**src/rtl/r_resp_mux_s2m.sv**
```systemverilog
// Read-data (R) channel merge of four slave ports onto one master port.
// A slave is locked from its grant until its RLAST beat completes, so bursts never interleave.
//
// state | meaning
// ------+---------------------------------------------------------------
// IDLE  | no burst owned; arb_req mirrors s_rvalid, waiting for a grant
// LOCK  | slave grant_q owns the master port until its RLAST handshake
module r_resp_mux_s2m #(
  parameter int ID_W      = 4,
  parameter int DATA_W    = 32,
  parameter int MAX_BEATS = 256
) (
  input  logic                clk,
  input  logic                rst_n,
  input  logic [4*ID_W-1:0]   s_rid,
  input  logic [4*DATA_W-1:0] s_rdata,
  input  logic [7:0]          s_rresp,
  input  logic [3:0]          s_rlast,
  input  logic [3:0]          s_rvalid,
  output logic [3:0]          s_rready,
  output logic [ID_W-1:0]     m_rid,
  output logic [DATA_W-1:0]   m_rdata,
  output logic [1:0]          m_rresp,
  output logic                m_rlast,
  output logic                m_rvalid,
  input  logic                m_rready,
  output logic [3:0]          arb_req,
  input  logic [3:0]          arb_sel,
  output logic                busy,
  output logic                err_overrun
);

  localparam int CNT_W = $clog2(MAX_BEATS) + 1;
  localparam logic [CNT_W-1:0] CNT_LAST = CNT_W'(MAX_BEATS - 1);
  localparam logic [CNT_W-1:0] CNT_SAT  = CNT_W'(MAX_BEATS);

  typedef enum logic {
    IDLE = 1'b0,
    LOCK = 1'b1
  } state_t;

  state_t           state;
  logic [3:0]       grant_q;
  logic [CNT_W-1:0] beat_cnt;

  logic sel_onehot;
  logic sel_hit;
  logic beat_hs;

  assign sel_onehot = (arb_sel != 4'b0000) && ((arb_sel & (arb_sel - 4'd1)) == 4'b0000);
  assign sel_hit    = |(arb_sel & s_rvalid);

  // grant_q is zero outside LOCK, so the mux and ready gating need no state qualifier
  always_comb begin
    m_rid   = '0;
    m_rdata = '0;
    m_rresp = '0;
    for (int i = 0; i < 4; i++) begin
      m_rid   = m_rid   | (s_rid[i*ID_W +: ID_W]       & {ID_W{grant_q[i]}});
      m_rdata = m_rdata | (s_rdata[i*DATA_W +: DATA_W] & {DATA_W{grant_q[i]}});
      m_rresp = m_rresp | (s_rresp[i*2 +: 2]           & {2{grant_q[i]}});
    end
  end

  assign m_rvalid = |(s_rvalid & grant_q);
  assign m_rlast  = |(s_rlast & grant_q);
  assign s_rready = grant_q & {4{m_rready}};
  assign beat_hs  = m_rvalid & m_rready;

  // Holding arb_req low while locked freezes the arbiter's last-winner pointer
  assign arb_req = (state == IDLE) ? s_rvalid : 4'b0000;
  assign busy    = (state == LOCK);

  always_ff @(posedge clk or negedge rst_n) begin
    if (!rst_n) begin
      state       <= IDLE;
      grant_q     <= 4'b0000;
      beat_cnt    <= '0;
      err_overrun <= 1'b0;
    end else begin
      err_overrun <= 1'b0;
      case (state)
        IDLE: begin
          if (sel_onehot && sel_hit) begin
            grant_q  <= arb_sel;
            beat_cnt <= '0;
            state    <= LOCK;
          end
        end
        LOCK: begin
          if (beat_hs) begin
            if (m_rlast) begin
              grant_q  <= 4'b0000;
              beat_cnt <= '0;
              state    <= IDLE;
            end else begin
              if (beat_cnt == CNT_LAST) begin
                err_overrun <= 1'b1;
              end
              // Saturating one past the limit keeps the overrun pulse single-shot
              if (beat_cnt != CNT_SAT) begin
                beat_cnt <= beat_cnt + CNT_W'(1);
              end
            end
          end
        end
        default: begin
          state   <= IDLE;
          grant_q <= 4'b0000;
        end
      endcase
    end
  end

endmodule

```
**config.mk**
```make
export PLATFORM = sky130hd
export DESIGN_NAME = r_resp_mux_s2m
export DESIGN_NICKNAME = d
export VERILOG_FILES = /design/src/rtl/r_resp_mux_s2m.sv
export SDC_FILE = /design/constraint.sdc
export NUM_CORES = 1
export LEC_CHECK = 0
export ABC_AREA = 1
export CAP_MARGIN = 20
export CORE_MARGIN = 3
export CORE_UTILIZATION = 29
export DETAILED_ROUTE_END_ITERATION = 16
export PLACE_DENSITY_LB_ADDON = 0.3
export SYNTH_ARGS = -nofsm -noshare
export SYNTH_HDL_FRONTEND = slang
export SYNTH_SLANG_ARGS = --single-unit
```
**constraint.sdc**
```tcl
create_clock -name clk -period 1.85 [get_ports clk]
set_input_delay 0.185 -clock clk [delete_from_list [all_inputs] [get_ports clk]]
set_output_delay 0.185 -clock clk [all_outputs]
set_load 0.02 [all_outputs]
```
==> results of run 1 <==
## worst reg2reg max path: cells and delay by family, from the launching register on
kind | cells | cell delay, ns
buffers and inverters | 1 | 0.08
adder cells (fa/ha/maj) | 2 | 0.44
AND/OR/NAND/NOR | 6 | 0.70
flip-flops | 1 | 0.39
## synth_stat cells, drive strengths merged
cell type / number / area, um^2
buf: 6 / 48.8
nor3: 1 / 5.00
nor2: 22 / 106
ha: 3 / 37.5
xnor2: 1 / 8.76
o21ai: 2 / 10.0
clkbuf: 16 / 60.1
inv: 26 / 103
dfrtp: 15 / 375
nand3: 23 / 115
nand3b: 1 / 7.51
nand2: 226 / 907
clkinv: 1 / 3.75
nand4: 42 / 263
## what timing repair did
item,in CTS,in global routing
setup endpoints to repair,26,24
cloned,0,1
setup buffers,0,1
resized for setup,19,25
## power breakdown
group	switching (mW)	internal, mW
registers	0.0724	0.394
clock network	0.119	0.149
logic	2.19	1.69
total	2.38	2.23
## metal layers
metal  vias to the layer above  routed length, um  global-route usage [%]
met3                         9                898                    6.95
met2                       136               5230                    42.1
met4                         0                 69                    2.04
li1                       1646                  -                       -
met1                      1510               4280                    30.1
met5                         -                  0                       0
## per-stage QoR
stage	hold WS, ns	setup WS (ns)	area [um^2]	utilization (%)
6_report	0.217	0.104	4450	65.2
5_1_grt	0.228	0.0184	4450	65.2
4_1_cts	0.227	0.00102	4360	63.8
3_5_place_dp	0.494	0.105	4330	63.3
3_3_place_gp	0.493	0.120	4330	63.3
2_1_floorplan	-0.111	0.390	2050	-
## worst paths after layout
kind | start | end | slack (ns)
worst max-delay path | grant_q[2] | s_rready[2] | 0.10
worst min-delay path | rst_n | beat_cnt[8] | 0.22
worst max register to register | beat_cnt[1] | beat_cnt[8] | 0.19
worst min register to register | beat_cnt[8] | beat_cnt[8] | 0.52
max in group asynchronous | rst_n | grant_q[3] | 1.17
min in group clk | beat_cnt[8] | beat_cnt[8] | 0.52
## cells by family (layout without fill, tap and decap cells)
| logic type | count (synthesis) | after routing | share of synthesized area, % |
|---|---|---|---|
| compound gates | 2 | 2 | 0.488 |
| xor+xnor | 1 | 1 | 0.427 |
| fa+ha+maj | 3 | 3 | 1.83 |
| buf+inv | 49 | 261 | 10.5 |
| flops | 15 | 15 | 18.3 |
| simple gates | 315 | 315 | 68.5 |
## registers in the layout, indices dropped and copies added, names as in the netlist
register,count
err_overrun,1
busy,1
beat_cnt,9
grant_q,4
## area by class of cell
class,count,area [um^2]
clock inverters,1,5.00
inverters,27,106
fillers,648,2380
well taps,96,120
repair buffers,230,2340
flip-flops and latches,15,377
clock buffers,3,41.3
multi-input cells,321,1460
## cell usage in the layout, fill, tap and decap left out, drive strengths merged
cell type	Yosys	layout
clkdlybuf4s50	0	176
nand4	42	42
dfrtp	15	15
nor2	22	22
nor3	1	1
o21ai	2	2
nand2	226	226
nand3	23	23
xnor2	1	1
dlymetal6s2s	0	23
clkbuf	16	4
ha	3	3
clkinv	1	2
inv	26	26
nand3b	1	1
buf	6	13
dlygate4sd2	0	17
==> flow_summary_export.csv, run 1 <==
group,metric,value,unit
synth,syn_nets,555,
run,max-cap-violations,0,
synth,synth.avg_cell_area,5.33,um^2
clock_tree,clk_path_buf_depth,2,
power_and_ir_drop,power_density,1030,nW/um^2
grt,grt.overflow.total,0,
cells_and_area,drive_gt1_share,5.36,%
clock_tree,h-tree-depth,1,
worst_hold_path,hp-class,"in2async",
clock_tree,insertion_delay,0.25,ns
synth,synth_warnings,0,
critical_path,worst-path-buf-inv,3,
critical_path,crit_fanout,16,
sta,drv_slew,0,
power_and_ir_drop,finalPower,4.61,mW
sta,fin_crit_sh,94.4,%
die,initial_utilization,30.0,%
placed_design,portBuffers,216,
sta,setup_violations,0,
die,ios,217,
clock_tree,cts_hold_buf,0,
die,coreArea,6830,um^2
clock_tree,cts.clk_slew.worst_paths,0.06,ns
critical_path,cp_num_cells,4,
die,die_y,90.1,um
routing,vias,3301,
clock_tree,tritoncts,"built",
routing,drtIter0Drc,115,
sta,rsz0062_at_grt,"no",
grt,grt_pass1_vias,3065,
placed_design,dpl.hpwl,8.39,mm
critical_path,crit_required,1.66,ns
synth,synthDistinctLibCells,21,
routing,postRouteAntennaNets,0,
critical_path,criticalPathCategory,"reg2out",
clock_tree,cts_sinks,15,
synth,netlist_area,2050,um^2
sta,fmax,573,MHz
placed_design,gp_congestion,0.959,
routing,wire_per_inst,15.1,um
critical_path,endpoint_kind,"primary output",
critical_path,crit_family,"buffers and inverters",
clock_tree,cts-buffers-inserted,3,
clock_tree,root_buffer,"clkbuf_8",
sta,worst_pin_slew,0.377,ns
sta,min_period,1.75,ns
cells_and_area,antenna_cells,0,
grt,antenna_found_initial,0,
routing,routed_wl,10.5,mm
synth,synth-seq-cells,15,
sta,skew,0.00230,ns
grt,track_usage,24.0,%
sta,finalSetupTns,0,ns
cells_and_area,area_growth,117,%
critical_path,cp_slowest_cell,"clkdlybuf4s50_1",
power_and_ir_drop,vdd_drop_max,0.622,mV
routing,drcViolationCount,0,
critical_path,reg2regPathDepth,9,
synth,yosysSeqAreaShare,18.3,%
die,die-area,8120,um^2
placed_design,placedCellCount,687,
outcome,outcome,"complete, no violations",
power_and_ir_drop,p_leak,2.30,nW
critical_path,crit_path_max_incr_delay,0.59,ns
critical_path,setup.worst_path.start_class,"flop",
critical_path,crit_path_cell_trace,"buf_4 > nand2_1 > inv_1 > clkdlybuf4s50_1",
grt,grt_max_degree,43,
critical_path,arrival,1.56,ns
die,die_w,90.1,um
routing,drtPass1Iterations,5,
synth,synthCells,385,
cells_and_area,final_cells,693,
routing,avgViaCountPerCell,4.76,
die,row_count,30,
cells_and_area,fin_nets,768,
grt,grt_pass1_wl,16.2,mm
sta,relSlewSlack,74.8,%
sta,hold_viol,0,
Power figures use the tool's default switching activity.
==> inputs of run 2 (changes only) <==
--- a/config.mk
+++ b/config.mk
@@ -10,7 +10,7 @@
 export CORE_MARGIN = 3
 export CORE_UTILIZATION = 29
 export DETAILED_ROUTE_END_ITERATION = 16
-export PLACE_DENSITY_LB_ADDON = 0.3
+export PLACE_DENSITY = 0.82
 export SYNTH_ARGS = -nofsm -noshare
 export SYNTH_HDL_FRONTEND = slang
 export SYNTH_SLANG_ARGS = --single-unit
==> run 2 against run 1 <==
  * Worst hold slack improved by 0.14 ns
  * Non-clock buffer count fell by 3
  * Largest power group unchanged
  * Die area did not move
  * First-iteration DRC count fell by 21%
  * Utilization fell by 0.38 points
  * Critical endpoint is now s_rready[3]
  * Sequential cell count did not move
  * Via count fell by 0.15%
  * Register-to-register slack got worse by 0.04 ns
==> flow_summary_export.csv, run 2 (synthesis gave the netlist of run 1 again) <==
group,metric,value,unit
die,coreArea,6830,um^2
routing,postRouteAntennaNets,0,
power_and_ir_drop,finalPower,4.59,mW
sta,relSlewSlack,53.4,%
cells_and_area,layout_common_cells,"216 x nand2_1, 174 x clkdlybuf4s50_1, 42 x nand4_1",
critical_path,crit_required,1.66,ns
placed_design,gp_congestion,0.880,
sta,hold_viol,0,
sta,worst_pin_slew,0.697,ns
cells_and_area,finalInstanceArea,4430,um^2
sta,rsz0062_at_grt,"no",
grt,antenna_found_initial,1,
cells_and_area,largest_register,"beat_cnt",
die,row_count,30,
sta,min_period,1.76,ns
critical_path,crit_path_cell_trace,"buf_12 > nand2_1 > inv_1 > clkdlybuf4s50_1",
cells_and_area,fin_nets,765,
routing,drtIter0Drc,91,
grt,grt_pass1_wl,16.7,mm
grt,grt_max_degree,25,
die,initial_utilization,30.0,%
sta,fin_crit_sh,95.2,%
clock_tree,cts_hold_buf,0,
die,die_y,90.1,um
outcome,outcome,"complete, no violations",
grt,grt_pass1_vias,3225,
sta,skew,0.00465,ns
routing,wire_per_inst,15.1,um
placed_design,placedCellCount,684,
cells_and_area,final_common_cell,"nand2_1",
cells_and_area,final_cells,690,
clock_tree,cts.clk_slew.worst_paths,0.06,ns
cells_and_area,largest_reg_flops,9,
routing,drtPass1Iterations,5,
grt,track_usage,24.6,%
critical_path,crit_path_max_incr_delay,0.59,ns
clock_tree,root_buffer,"clkbuf_8",
power_and_ir_drop,power_density,1040,nW/um^2
routing,vias,3296,
critical_path,endpoint_kind,"primary output",
sta,finalSetupTns,0,ns
placed_design,placed_area,4350,um^2
die,die-area,8120,um^2
sta,fin_ws,0.0896,ns
critical_path,crit_fanout,21,
cells_and_area,reg.largest.list,"beat_cnt (9), grant_q (4)",
sta,holdWs,0.355,ns
clock_tree,cts_sinks,15,
cells_and_area,final_core_util,64.8,%
sta,setup_violations,0,
cells_and_area,area_growth,116,%
power_and_ir_drop,vdd_drop_max,0.630,mV
cells_and_area,antenna_cells,0,
placed_design,dpl.hpwl,8.32,mm
die,ios,217,
clock_tree,cts-buffers-inserted,3,
placed_design,portBuffers,216,
clock_tree,post_cts_buffers,0,
sta,fmax,568,MHz
die,die_w,90.1,um
cells_and_area,drive_gt1_share,5.22,%
critical_path,criticalPathCategory,"reg2out",
worst_hold_path,hp-class,"in2async",
clock_tree,clk_path_buf_depth,2,
placed_design,pre_cts_ws,0.0920,ns
power_and_ir_drop,p_leak,2.07,nW
routing,drcViolationCount,0,
routing,avgViaCountPerCell,4.78,
run,max-cap-violations,0,
critical_path,setup.worst_path.start_class,"flop",
critical_path,arrival,1.58,ns
clock_tree,insertion_delay,0.25,ns
clock_tree,h-tree-depth,1,
routing,routed_wl,10.4,mm
sta,drv_slew,0,
critical_path,cp_slowest_cell,"clkdlybuf4s50_1",
clock_tree,tritoncts,"built",
grt,grt.overflow.total,0,
==> run 2: final timing paths <==
kind / slack [ns] / cells past startpoint / from / endpoint
setup / recovery: 0.09 / 4 / grant_q[3] / s_rready[3]
max in group asynchronous: 1.00 / 1 / rst_n / grant_q[0]
min in group clk: 0.52 / 2 / beat_cnt[8] / beat_cnt[8]
hold / removal: 0.36 / 1 / rst_n / beat_cnt[2]
hold reg to reg: 0.52 / 2 / beat_cnt[8] / beat_cnt[8]
setup reg to reg: 0.15 / 9 / beat_cnt[1] / beat_cnt[8]
==> run 2: layout make-up <==
class	instances	area, um^2
Clock buffer	4	45.0
Fill cell	617	2400
Inverter	27	106
Multi-Input combinational cell	321	1460
Sequential cell	15	380
Tap cell	96	120
Timing Repair Buffer	227	2320
==> run 2: critical path: cells and delay by family (launching register included) <==
| kind | cells | cell delay (ns) |
|---|---|---|
| buffers and inverters | 3 | 0.82 |
| flip-flops | 1 | 0.45 |
| AND/OR/NAND/NOR | 1 | 0.06 |
==> run 2: layer usage <==
metal / vias to the layer above / GRT usage (%) / routed length [um] / share of wire, %
met5: - / 0 / 13 / 0.13
met4: 2 / 2.42 / 87 / 0.84
met3: 12 / 5.77 / 853 / 8.2
met2: 146 / 47.4 / 5370 / 52
met1: 1492 / 28.1 / 4060 / 39
li1: 1644 / - / - / -
==> run 2: power by group <==
group          switching [mW]  internal (mW)
combinational            2.17           1.64
sequential              0.119          0.399
clock                   0.117          0.153
==> run 2: what timing repair did <==
action / 4_1_cts / 5_1_grt
gates cloned: 2 / 0
pin swaps: 0 / 0
resized for setup: 42 / 4
hold endpoints to repair: 0 / 0
endpoints found under the setup margin: 42 / 4
==> inputs of run 3 (changes only) <==
--- a/config.mk
+++ b/config.mk
@@ -11,6 +11,7 @@
 export CORE_UTILIZATION = 29
 export DETAILED_ROUTE_END_ITERATION = 16
 export PLACE_DENSITY = 0.82
+export SKIP_LAST_GASP = 1
 export SYNTH_ARGS = -nofsm -noshare
 export SYNTH_HDL_FRONTEND = slang
 export SYNTH_SLANG_ARGS = --single-unit
==> run 3 against run 2 <==
  * Setup slack is essentially flat
  * Utilization grew 0.27 points
  * Final cell count is the same
  * Sequential power is essentially flat
  * Total power grew 0.83%
  * Worst hold slack is essentially flat
  * Non-clock buffer count is the same
  * Global-route usage is the same
  * Wire length grew 0.64%
  * Clock skew is essentially flat
  * Register-to-register slack is essentially flat
  * First-iteration DRC count shrank 8.8%
==> flow_summary_export.csv, run 3 (synthesis gave the netlist of run 1 again) <==
group,metric,value,unit
outcome,outcome,"complete, no violations",
run,max-cap-violations,0,
worst_hold_path,hp-class,"in2async",
clock_tree,cts_hold_buf,0,
sta,hold_viol,0,
grt,grt_pass1_vias,3225,
die,coreArea,6830,um^2
routing,routed_wl,10.5,mm
die,row_count,30,
critical_path,setup.worst_path.start,"grant_q[3]",
cells_and_area,largest_reg_flops,9,
sta,finalSetupTns,0,ns
cells_and_area,area_growth,117,%
sta,drv_slew,0,
cells_and_area,drive_gt1_share,5.22,%
critical_path,crit_required,1.66,ns
die,ios,217,
power_and_ir_drop,finalPower,4.63,mW
power_and_ir_drop,power_density,1040,nW/um^2
placed_design,placedCellCount,684,
critical_path,regToRegSetupSlack,0.15,ns
placed_design,portBuffers,216,
cells_and_area,regArea,380,um^2
clock_tree,insertion_delay,0.25,ns
routing,vias,3296,
die,die_y,90.1,um
placed_design,gp_congestion,0.880,
clock_tree,post_cts_buffers,0,
power_and_ir_drop,p_leak,2.13,nW
clock_tree,clk_path_buf_depth,2,
routing,postRouteAntennaNets,0,
critical_path,arrival,1.58,ns
clock_tree,root_buffer,"clkbuf_8",
power_and_ir_drop,vdd_drop_max,0.664,mV
die,die-area,8120,um^2
critical_path,crit_fanout,21,
grt,track_usage,24.6,%
cells_and_area,antenna_cells,0,
sta,fmax,568,MHz
routing,wire_per_inst,15.1,um
critical_path,endpoint_kind,"primary output",
critical_path,setup.worst_path.start_class,"flop",
routing,drtIter0Drc,83,
sta,setup_violations,0,
placed_design,dpl.hpwl,8.32,mm
cells_and_area,final_common_cell,"nand2_1",
clock_tree,h-tree-depth,1,
critical_path,r2r-start,"beat_cnt[1]",
placed_design,placed_area,4350,um^2
cells_and_area,fin_nets,765,
cells_and_area,final_cells,690,
grt,antenna_found_initial,1,
grt,grt_max_degree,25,
critical_path,reg2regPathDepth,9,
clock_tree,cts.clk_slew.worst_paths,0.06,ns
routing,avgViaCountPerCell,4.78,
sta,skew,0.00455,ns
grt,grt_pass1_wl,16.7,mm
die,die_w,90.1,um
clock_tree,cts_sinks,15,
critical_path,timing.rr.end,"beat_cnt[8]",
sta,relSlewSlack,53.4,%
die,initial_utilization,30.0,%
cells_and_area,layout_common_cells,"216 x nand2_1, 174 x clkdlybuf4s50_1, 42 x nand4_1",
cells_and_area,reg.largest.list,"beat_cnt (9), grant_q (4)",
clock_tree,tritoncts,"built",
routing,drtPass1Iterations,5,
grt,grt.overflow.total,0,
sta,worst_pin_slew,0.697,ns
cells_and_area,fill_cells,615,
cells_and_area,finalInstanceArea,4450,um^2
sta,min_period,1.76,ns
sta,holdWs,0.356,ns
cells_and_area,largest_register,"beat_cnt",
sta,fin_crit_sh,95.1,%
cells_and_area,multi_input_area,1460,um^2
critical_path,criticalPathCategory,"reg2out",
routing,drcViolationCount,0,
clock_tree,cts-buffers-inserted,3,
sta,rsz0062_at_grt,"no",
## run 3: cell types whose count changed in the layout (fill, tap and decap cells not counted)
cell / delta
dlymetal6s2s_1: +5
dlygate4sd2_1: -5
## run 3: through the flow
stage,setup WS [ns],util (%)
floorplan,0.390,-
global placement,0.112,63.7
detailed placement,0.0920,63.7
CTS,-0.0651,64.8
global route,0.0344,65.1
finish,0.0898,65.1
## run 3: layout make-up
class | count | share of cell area (%)
Timing Repair Buffer | 227 | 52.5
Multi-Input combinational cell | 321 | 32.8
Sequential cell | 15 | 8.55
Tap cell | 96 | 2.70
Inverter | 27 | 2.39
Clock buffer | 4 | 1.01
## run 3: layer usage
layer	part of all wire, %	vias up	wire length, um	track usage [%]
met5	0.12	-	13	0
met4	0.84	2	88	2.42
met3	7.5	12	784	5.77
met2	52	145	5440	47.4
met1	40	1494	4130	28.1
li1	-	1643	-	-
## run 3: worst max-delay path, stage by stage (launching register included)
cell and delay, ns:
dfrtp_2 0.45, buf_12 0.18, nand2_1 0.06, inv_1 0.05, clkdlybuf4s50_1 0.59
## run 3: what timing repair did
item / 4_1_cts / 5_1_grt
gates cloned: 2 / 0
setup endpoints to repair: 42 / 9
resized for setup: 37 / 9
## run 3: power breakdown
part | total, mW | switching (mW) | internal (mW)
combinational | 3.85 | 2.17 | 1.68
clock | 0.269 | 0.116 | 0.153
sequential | 0.518 | 0.118 | 0.399
total | 4.63 | 2.41 | 2.23
## run 3: worst max path at each step
stage / endpoint / slack (ns) / cells after the start
after floorplan: beat_cnt[8] / 0.39 / 9
after global placement: m_rlast / 0.11 / 6
after detailed placement: grant_q[1] / 0.09 / 10
after CTS: m_rvalid / -0.07 / 4
after global routing: arb_req[3] / 0.03 / 2
final: s_rready[3] / 0.09 / 4
